**src/rtl/dot_row_acc.sv**
```systemverilog
// dot_row_acc: accumulates one partial dot product per accepted input beat
// over a per-row number of line pairs, tags each finished row sum with a
// row index and queues it in a small first-word-fall-through output FIFO.
//
// Ports:
//   clk        single clock, all state on the rising edge
//   resetb     asynchronous active-low reset
//   cfg_lines  line pairs per row, sampled on the first beat of a row (0 acts as 1)
//   in_valid   partial product valid
//   in_data    partial dot product of one line pair
//   in_ready   block accepts in_data this cycle
//   out_valid  row result available (FIFO non-empty)
//   out_data   accumulated row sum at FIFO head
//   out_idx    row index at FIFO head
//   out_ready  consumer pops the head when out_valid is high
//   busy       a row is partially accumulated or a push is pending
//   dbg_state  current FSM state (0 IDLE, 1 ACC, 2 PUSH) for observation
//
// Handshake semantics (both sides): a transfer happens on a rising edge where
// valid and ready are both high. valid never waits for ready; the producer
// holds its data stable until the transfer happens.
module dot_row_acc #(
    parameter int DATA_W     = 32,
    parameter int LEN_W      = 16,
    parameter int IDX_W      = 16,
    parameter int FIFO_DEPTH = 4
) (
    input  logic              clk,
    input  logic              resetb,
    input  logic [LEN_W-1:0]  cfg_lines,
    input  logic              in_valid,
    input  logic [DATA_W-1:0] in_data,
    output logic              in_ready,
    output logic              out_valid,
    output logic [DATA_W-1:0] out_data,
    output logic [IDX_W-1:0]  out_idx,
    input  logic              out_ready,
    output logic              busy,
    output logic [1:0]        dbg_state
);

    localparam int PTR_W   = $clog2(FIFO_DEPTH);
    localparam int CNT_W   = PTR_W + 1;
    localparam int ENTRY_W = IDX_W + DATA_W;

    typedef enum logic [1:0] {
        ST_IDLE = 2'd0,
        ST_ACC  = 2'd1,
        ST_PUSH = 2'd2
    } state_e;

    state_e              state_q, state_d;
    logic [DATA_W-1:0]   acc_q, acc_d;
    logic [LEN_W-1:0]    rem_q, rem_d;
    logic [IDX_W-1:0]    row_idx_q;

    logic [ENTRY_W-1:0]  fifo_q [FIFO_DEPTH];
    logic [PTR_W-1:0]    wr_ptr_q, rd_ptr_q;
    logic [CNT_W-1:0]    count_q, count_d;

    logic                accept;
    logic                push;
    logic                pop;
    logic                fifo_full;

    assign fifo_full = (count_q == CNT_W'(FIFO_DEPTH));
    assign accept    = in_valid && in_ready;
    assign push      = (state_q == ST_PUSH);
    assign pop       = (count_q != '0) && out_ready;

    // ---------------- FSM: state register ----------------
    always_ff @(posedge clk or negedge resetb) begin
        if (!resetb) begin
            state_q <= ST_IDLE;
        end else begin
            state_q <= state_d;
        end
    end

    // ---------------- FSM: next state ----------------
    always_comb begin
        state_d = state_q;
        case (state_q)
            ST_IDLE: begin
                // A one-line row (cfg_lines 0 or 1) is complete on its first beat.
                if (accept) begin
                    state_d = (cfg_lines <= LEN_W'(1)) ? ST_PUSH : ST_ACC;
                end
            end
            ST_ACC: begin
                if (accept && (rem_q == LEN_W'(1))) begin
                    state_d = ST_PUSH;
                end
            end
            ST_PUSH: state_d = ST_IDLE;
            default: state_d = ST_IDLE;
        endcase
    end

    // ---------------- FSM: outputs ----------------
    // Blocking input during PUSH and while full guarantees the FIFO always
    // has a free slot when PUSH writes. Gated by resetb so the producer sees
    // no ready while reset is held.
    always_comb begin
        in_ready  = resetb && (state_q != ST_PUSH) && !fifo_full;
        busy      = (state_q != ST_IDLE);
        dbg_state = state_q;
    end

    // ---------------- Accumulator and line counter ----------------
    always_comb begin
        acc_d = acc_q;
        rem_d = rem_q;
        case (state_q)
            ST_IDLE: begin
                if (accept) begin
                    acc_d = in_data;
                    rem_d = (cfg_lines == '0) ? '0 : cfg_lines - LEN_W'(1);
                end
            end
            ST_ACC: begin
                if (accept) begin
                    acc_d = acc_q + in_data;  // modulo 2^DATA_W, carry dropped
                    rem_d = rem_q - LEN_W'(1);
                end
            end
            ST_PUSH: acc_d = '0;
            default: begin
                acc_d = '0;
                rem_d = '0;
            end
        endcase
    end

    always_ff @(posedge clk or negedge resetb) begin
        if (!resetb) begin
            acc_q     <= '0;
            rem_q     <= '0;
            row_idx_q <= '0;
        end else begin
            acc_q <= acc_d;
            rem_q <= rem_d;
            if (push) begin
                row_idx_q <= row_idx_q + IDX_W'(1);  // wraps naturally
            end
        end
    end

    // ---------------- Output FIFO ----------------
    always_comb begin
        count_d = count_q;
        if (push && !pop) begin
            count_d = count_q + CNT_W'(1);
        end else if (!push && pop) begin
            count_d = count_q - CNT_W'(1);
        end
    end

    // Storage is cleared on reset so the head reads zero until the first push.
    always_ff @(posedge clk or negedge resetb) begin
        if (!resetb) begin
            for (int i = 0; i < FIFO_DEPTH; i++) begin
                fifo_q[i] <= '0;
            end
            wr_ptr_q <= '0;
            rd_ptr_q <= '0;
            count_q  <= '0;
        end else begin
            if (push) begin
                fifo_q[wr_ptr_q] <= {row_idx_q, acc_q};
                wr_ptr_q         <= wr_ptr_q + PTR_W'(1);
            end
            if (pop) begin
                rd_ptr_q <= rd_ptr_q + PTR_W'(1);
            end
            count_q <= count_d;
        end
    end

    // Head is read straight from the storage registers (fall-through), so it
    // stays stable while stalled.
    assign out_valid = (count_q != '0);
    assign out_data  = fifo_q[rd_ptr_q][DATA_W-1:0];
    assign out_idx   = fifo_q[rd_ptr_q][ENTRY_W-1:DATA_W];

endmodule

```
**config.mk**
```make
export PLATFORM = sky130hd
export DESIGN_NAME = dot_row_acc
export DESIGN_NICKNAME = d
export VERILOG_FILES = /design/src/rtl/dot_row_acc.sv
export SDC_FILE = /design/constraint.sdc
export NUM_CORES = 1
export LEC_CHECK = 0
export BUFFER_PORTS_ARGS = -buffer_cell sky130_fd_sc_hd__buf_2
export CORE_UTILIZATION = 55
export DETAILED_ROUTE_END_ITERATION = 8
export GPL_ROUTABILITY_DRIVEN = 0
export PLACE_DENSITY = 0.76
export SLEW_MARGIN = 10
export SYNTH_ARGS = -nofsm -noshare
export SYNTH_HDL_FRONTEND = slang
export SYNTH_SLANG_ARGS = --single-unit
```
**constraint.sdc**
```tcl
create_clock -name clk -period 3.87 [get_ports clk]
set_clock_uncertainty 0.15 [all_clocks]
set_input_delay 0.387 -clock clk [delete_from_list [all_inputs] [get_ports clk]]
set_output_delay 0.387 -clock clk [all_outputs]
set_load 0.005 [all_outputs]
```
# --- Word-level counts from Yosys, hierarchy flattened ---
# Cells that the tools add are included.
totals:
  mem_bits_rw: 0
  reg_bits: 265
  n_memories: 0
  latch_bits: 0
  rom_bits: 0
  output_inout_bits: 53
op_classes:
  add_sub_neg: 8
  div: 0
  bitwise: 3
  shift: 0
  order_cmp: 4
  muxes: 19
  n_eq_ne: 8
  n_mul: 0
  reduce_logical: 19
ops:
  columns: ["cell", "count"]
  rows:
  - ["$bwmux 192", 1]
  - ["$mux 48", 3]
  - ["$bmux 48 s2", 1]
  - ["$demux 48 s2", 1]
  - ["$mux 32", 2]
  - ["$pmux 32 s2", 1]
  - ["$mux 16", 3]
  - ["$pmux 16 s3", 1]
  - ["$add 32x32->32", 1]
  - ["$sub 16x1->16 const B", 2]
  - ["$add 16x1->16 const B", 1]
  - ["$eq 16x1->1 const B", 1]
  - ["$le 16x1->1 const B", 1]
  - ["$logic_not 16->1", 1]
  - ["$logic_and 1x1->1", 8]
  - ["$ne 2x2->1 const B", 4]
  - ["$ge 3x3->1 const B", 2]
  - ["$mux 2", 3]
  - ["$mux 3", 2]
  - ["$not 2->3", 2]
  - ["$add 2x1->2 const B", 2]
  - ["$pmux 2 s2", 1]
  - ["$reduce_and 2->1", 2]
  - ["$reduce_bool 2->1", 2]
  - ["11 further kinds", 13]

# --- Longest topological paths before layout ---
depth:
  depth_word: 7
  depth_mapped: 10
  ltp_nobuf: 10

# --- Worst setup path after synthesis ---
# OpenSTA, ideal clock, no wires.
synth_timing:
  kind: "flip-flop to flip-flop"
  startpoint: "register acc_q[0]"
  endpoint: "register acc_q[20]"
  synth_period_minus_slack_ps: 2836
  setup_slack_ps: 1034
  path_stages_with_launch: 11
  required_ps: 3621
  setup_ps: 99
  arrival_ps: 2587
  path_cell_list: "dfrtp_1 -> ha_1 -> inv_1 -> fa_1 -> nor2b_1 -> o211ai_1 -> a211oi_1 -> nor4_2 -> nor3b_1 -> mux2_2 -> a311oi_1"
synth_via:
  elab_chain_cells: 3
synth_lines:
  columns: ["item", "line", "source"]
  rows:
  - ["start: declaration", "53", "logic [DATA_W-1:0] acc_q, acc_d;"]
  - ["start signal: assignment", "137", "acc_q <= '0;"]
  - ["start signal: assignment", "141", "acc_q <= acc_d;"]
  - ["$add 32x32->32", "123", "acc_d = acc_q + in_data;"]
  - ["$mux 32", "122", "if (accept) begin"]
  - ["$pmux 32 s2", "114", "case (state_q)"]
# No other way between the ends. The select of a mux whose other input is x is not followed.
# A chain may end at the register's enable or synchronous reset.

# --- Worst setup path after layout ---
layout_timing:
  startpoint: "register count_q[2]"
  endpoint: "register rem_q[6]"
layout_via:
  elab_chain_cells: 6
  elab_cells_between_ends: 7
  cone_classes: "3 x eq/ne; 4 x reduce/logical"
layout_lines:
  columns: ["item", "line", "source"]
  rows:
  - ["start: declaration", "59", "logic [CNT_W-1:0] count_q, count_d;"]
  - ["start signal: assignment", "176", "count_q <= count_d;"]
  - ["$eq 3x3->1 (*)", "66", "assign fifo_full = (count_q == CNT_W'(FIFO_DEPTH));"]
  - ["$logic_not 1->1 (*)", "105", "in_ready = resetb && (state_q != ST_PUSH) && !fifo_full;"]
  - ["$logic_and 1x1->1 (*)", "105", null]
  - ["$logic_and 1x1->1 (*)", "67", "assign accept = in_valid && in_ready;"]
  - ["$ne 2x2->1 (no source line)", null, null]
  - ["$reduce_and 3->1 (no source line) (*)", null, null]
  - ["end signal: assignment", "142", "rem_q <= rem_d;"]
  - ["end: declaration", "54", "logic [LEN_W-1:0] rem_q, rem_d;"]
# Mark *: on every way between the ends. The rest lies on a longest branch, timed or not.

==> impl_metrics.py <==
metrics = {
    "status": {
        "status": "finished, final reports clean",
    },
    "synth": {
        "synthCells": 1175,
        "synth.most_common_cell": "dfrtp_1",
        "synth_area_leader_cell": "dfrtp_1",
        "async_flop_share_pct": 100,
        "seq_area_frac_synth_pct": 47.1,
        "synth_edf_count": 0,
        "yosysTopAreaCellShare_pct": 47.1,
        "synth-main-ff-cell": "dfrtp_1",
        "avgSynthCellArea_um2": 12.0,
        "synthTopCellsByArea": "dfrtp_1 47%, mux2_2 15%, mux4_2 7.7%",
        "synth_common_cells": "265 x dfrtp_1, 190 x mux2_2, 71 x nand2_1, 68 x nor2_1, 53 x clkbuf_1",
        "synth_area_mm2": 0.0141,
        "ys_seq_elements": 265,
        "synth_nets": 1271,
        "yosys_warnings": 0,
        "synth_cell_types": 70,
    },
    "critical_path": {
        "crit_type": "reg -> reg",
        "worstPathCellList": "or3b_2 > and3_1 > and2_2 > nor2_1 > nor2_1 > o21ai_0 > a22o_1",
        "r2r_slack_ns": 0.46,
        "critPathMostFrequentCell": "nor2_1",
        "crit_arrival_ns": 3.69,
        "cp_top_family": "simple AND/OR/NAND/NOR gates",
        "max_stage_delay_ns": 0.73,
        "slowest_stage": "and2_2",
        "cp_max_fo": 45,
        "required_ns": 4.14,
        "critical_path_buf_inv_count": 0,
        "critPathLaunchType": "register",
        "cp-end-kind": "register",
    },
    "clocking": {
        "clk_latency_ns": 0.53,
        "cts_setup_buffers": 0,
        "root_buffer": "clkbuf_16",
        "cts_max_level": 1,
        "clock_path_buffers": 3,
        "cts_buffers": 27,
        "cts_resized": 0,
        "clk_pin_slew_ns": 0.06,
        "cts_num_sinks": 265,
        "cts_hold_buf": 2,
        "cts_tree": "built",
    },
    "routing": {
        "viasPerCell": 6.12,
        "drcViolationCount": 0,
        "postRouteAntennaNets": 0,
        "drt_iter0_drc": 609,
        "wl_per_cell_um": 19.9,
        "totalWireLength_mm": 31.8,
        "vias": 9806,
        "drt-pass1-iter-count": 5,
    },
    "place": {
        "dp_hpwl_mm": 21.3,
        "dp.cells": 1550,
        "port_buffers": 104,
    },
    "sta": {
        "tightest_slew_ns": 1.05,
        "period_share_pct": 88.2,
        "rsz0062_at_grt": "no",
        "timing.fmax_mhz": 293,
        "slew_headroom_pct": 29.8,
        "hold_viol": 0,
        "setup_tns_ns": 0,
        "maxSlewViolCount": 0,
        "setup_viol": 0,
        "fin_crit_ns": 3.41,
    },
    "final_layout": {
        "fillers": 1984,
        "areaGrowthSynthToFinish_pct": 12.8,
        "drive_gt1_share_pct": 33.1,
        "layout.nets": 1347,
        "stdcell_count": 1602,
        "seq_area_mm2": 0.00664,
        "multi_input_area_mm2": 0.00711,
    },
    "floorplanning": {
        "die-area_mm2": 0.0262,
        "die_x_um": 162,
        "ios": 105,
        "coreArea_mm2": 0.0251,
        "start_util_pct": 56.1,
        "die_h_um": 162,
        "row_count": 58,
    },
    "global_routing": {
        "grt.total_usage_pct": 25.0,
        "grt-ovfl-total": 0,
        "antenna_found_initial": 3,
        "grt_pass1_vias": 9912,
        "grt_first_pass_wirelength_mm": 51.9,
        "grt_max_degree": 194,
    },
    "power_and_ir_drop": {
        "leakagePower_nw": 7.72,
        "ir_worst_vdd_uv": 546,
        "power_density_mw_per_mm2": 561,
    },
    "min_path": {
        "hp-class": "in -> reg",
    },
    "job": {
        "cap_violations": 0,
    },
}
[worst paths after layout]
check                                       startpoint                       to  depth (start not counted)
worst max-delay path            count_q[2]$_DFFE_PN0P_     rem_q[6]$_DFFE_PN0P_                          7
worst max register to register  count_q[2]$_DFFE_PN0P_     rem_q[6]$_DFFE_PN0P_                          7
worst min-delay path                       in_data[31]    acc_q[31]$_DFFE_PN0P_                          3
max in group asynchronous                       resetb  fifo_q[161]$_DFFE_PN0P_                          4
worst min register to register  count_q[2]$_DFFE_PN0P_   count_q[2]$_DFFE_PN0P_                          1
min in group asynchronous                       resetb  fifo_q[125]$_DFFE_PN0P_                          3
[cell type report]
type,count,area share [%]
clock buffers,42,5.24
flip-flops and latches,265,41.8
multi-input cells,818,44.8
inverters,18,0.425
diodes,2,0.0315
repair buffers,121,4.65
well taps,330,2.60
clock inverters,6,0.520
[worst min-delay path, stage by stage]
cell and delay (ns):
buf_2 0.12, nand3_1 0.08, nand4_1 0.09
[layer usage]
| metal | vias up | wire [um] | GRT usage, % |
|---|---|---|---|
| met5 | - | 13 | 0 |
| met1 | 4964 | 14000 | 34.9 |
| li1 | 4511 | - | - |
| met3 | 58 | 1810 | 3.75 |
| met4 | 2 | 684 | 6.99 |
| met2 | 271 | 15300 | 40.9 |
[registers in the layout (all words and copies together) (netlist names)]
name and cells:
dbg_state 2, fifo_q 192, rem_q 16, row_idx_q 16, acc_q 32, wr_ptr_q 2
rd_ptr_q 2, count_q 3
[metrics by stage]
| stage | setup WS, ns | hold slack [ns] | cell area [um^2] | util, % | power [mW] |
|---|---|---|---|---|---|
| after floorplan | 1.03 | -0.0586 | 14100 | - | 5.50 |
| after global placement | 0.578 | 0.310 | 14900 | 59.5 | 6.19 |
| after detailed placement | 0.486 | 0.322 | 14900 | 59.5 | 6.27 |
| after CTS | 0.506 | 0.0122 | 15900 | 63.2 | 8.95 |
| after global routing | 0.229 | 0.0385 | 15900 | 63.3 | 9.41 |
| final | 0.458 | 0.0353 | 15900 | 63.3 | 8.91 |
[where the power goes]
part	leakage (nW)	switching [mW]	internal, mW
logic	3.71	1.55	1.24
registers	3.56	0.456	3.01
clock network	0.451	1.05	1.60
[layout by cell type, fill, tap and decap left out, drive strengths merged, types with 4 or more instances in the layout]
cell type  instances
a211oi            24
clkinv             4
mux2i             11
or4                4
xor2              13
inv               17
nand4              9
or3                8
and3              15
o21ai             35
a31oi              5
xnor2             39
nor2              68
ha                42
o31ai              5
mux4              48
and4               4
a311oi             5
buf              119
a21o              24
nand3             24
a22o               7
nand3b             4
nor4               9
nor2b              5
nand2             71
o211ai            10
o221ai             6
a21oi             48
o32ai              4
dfrtp            265
o21a               6
nand2b             4
o22ai              5
clkbuf            42
mux2             191
nor3              19
[cell families (layout without fill, tap and decap cells)]
kind of cell / count (synthesis) / count (layout) / share of synthesized area [%]
AO/OA/AOI/OAI: 211 / 211 / 10.1
XOR/XNOR: 52 / 52 / 3.24
AND/OR/NAND/NOR: 261 / 261 / 9.31
multiplexers: 250 / 250 / 23.8
flip-flops: 265 / 265 / 47.1
buffers and inverters: 92 / 187 / 2.46
other: 0 / 2 / 0
adder cells (fa/ha/maj): 44 / 44 / 4.02
(Power assumes the default switching activity.)
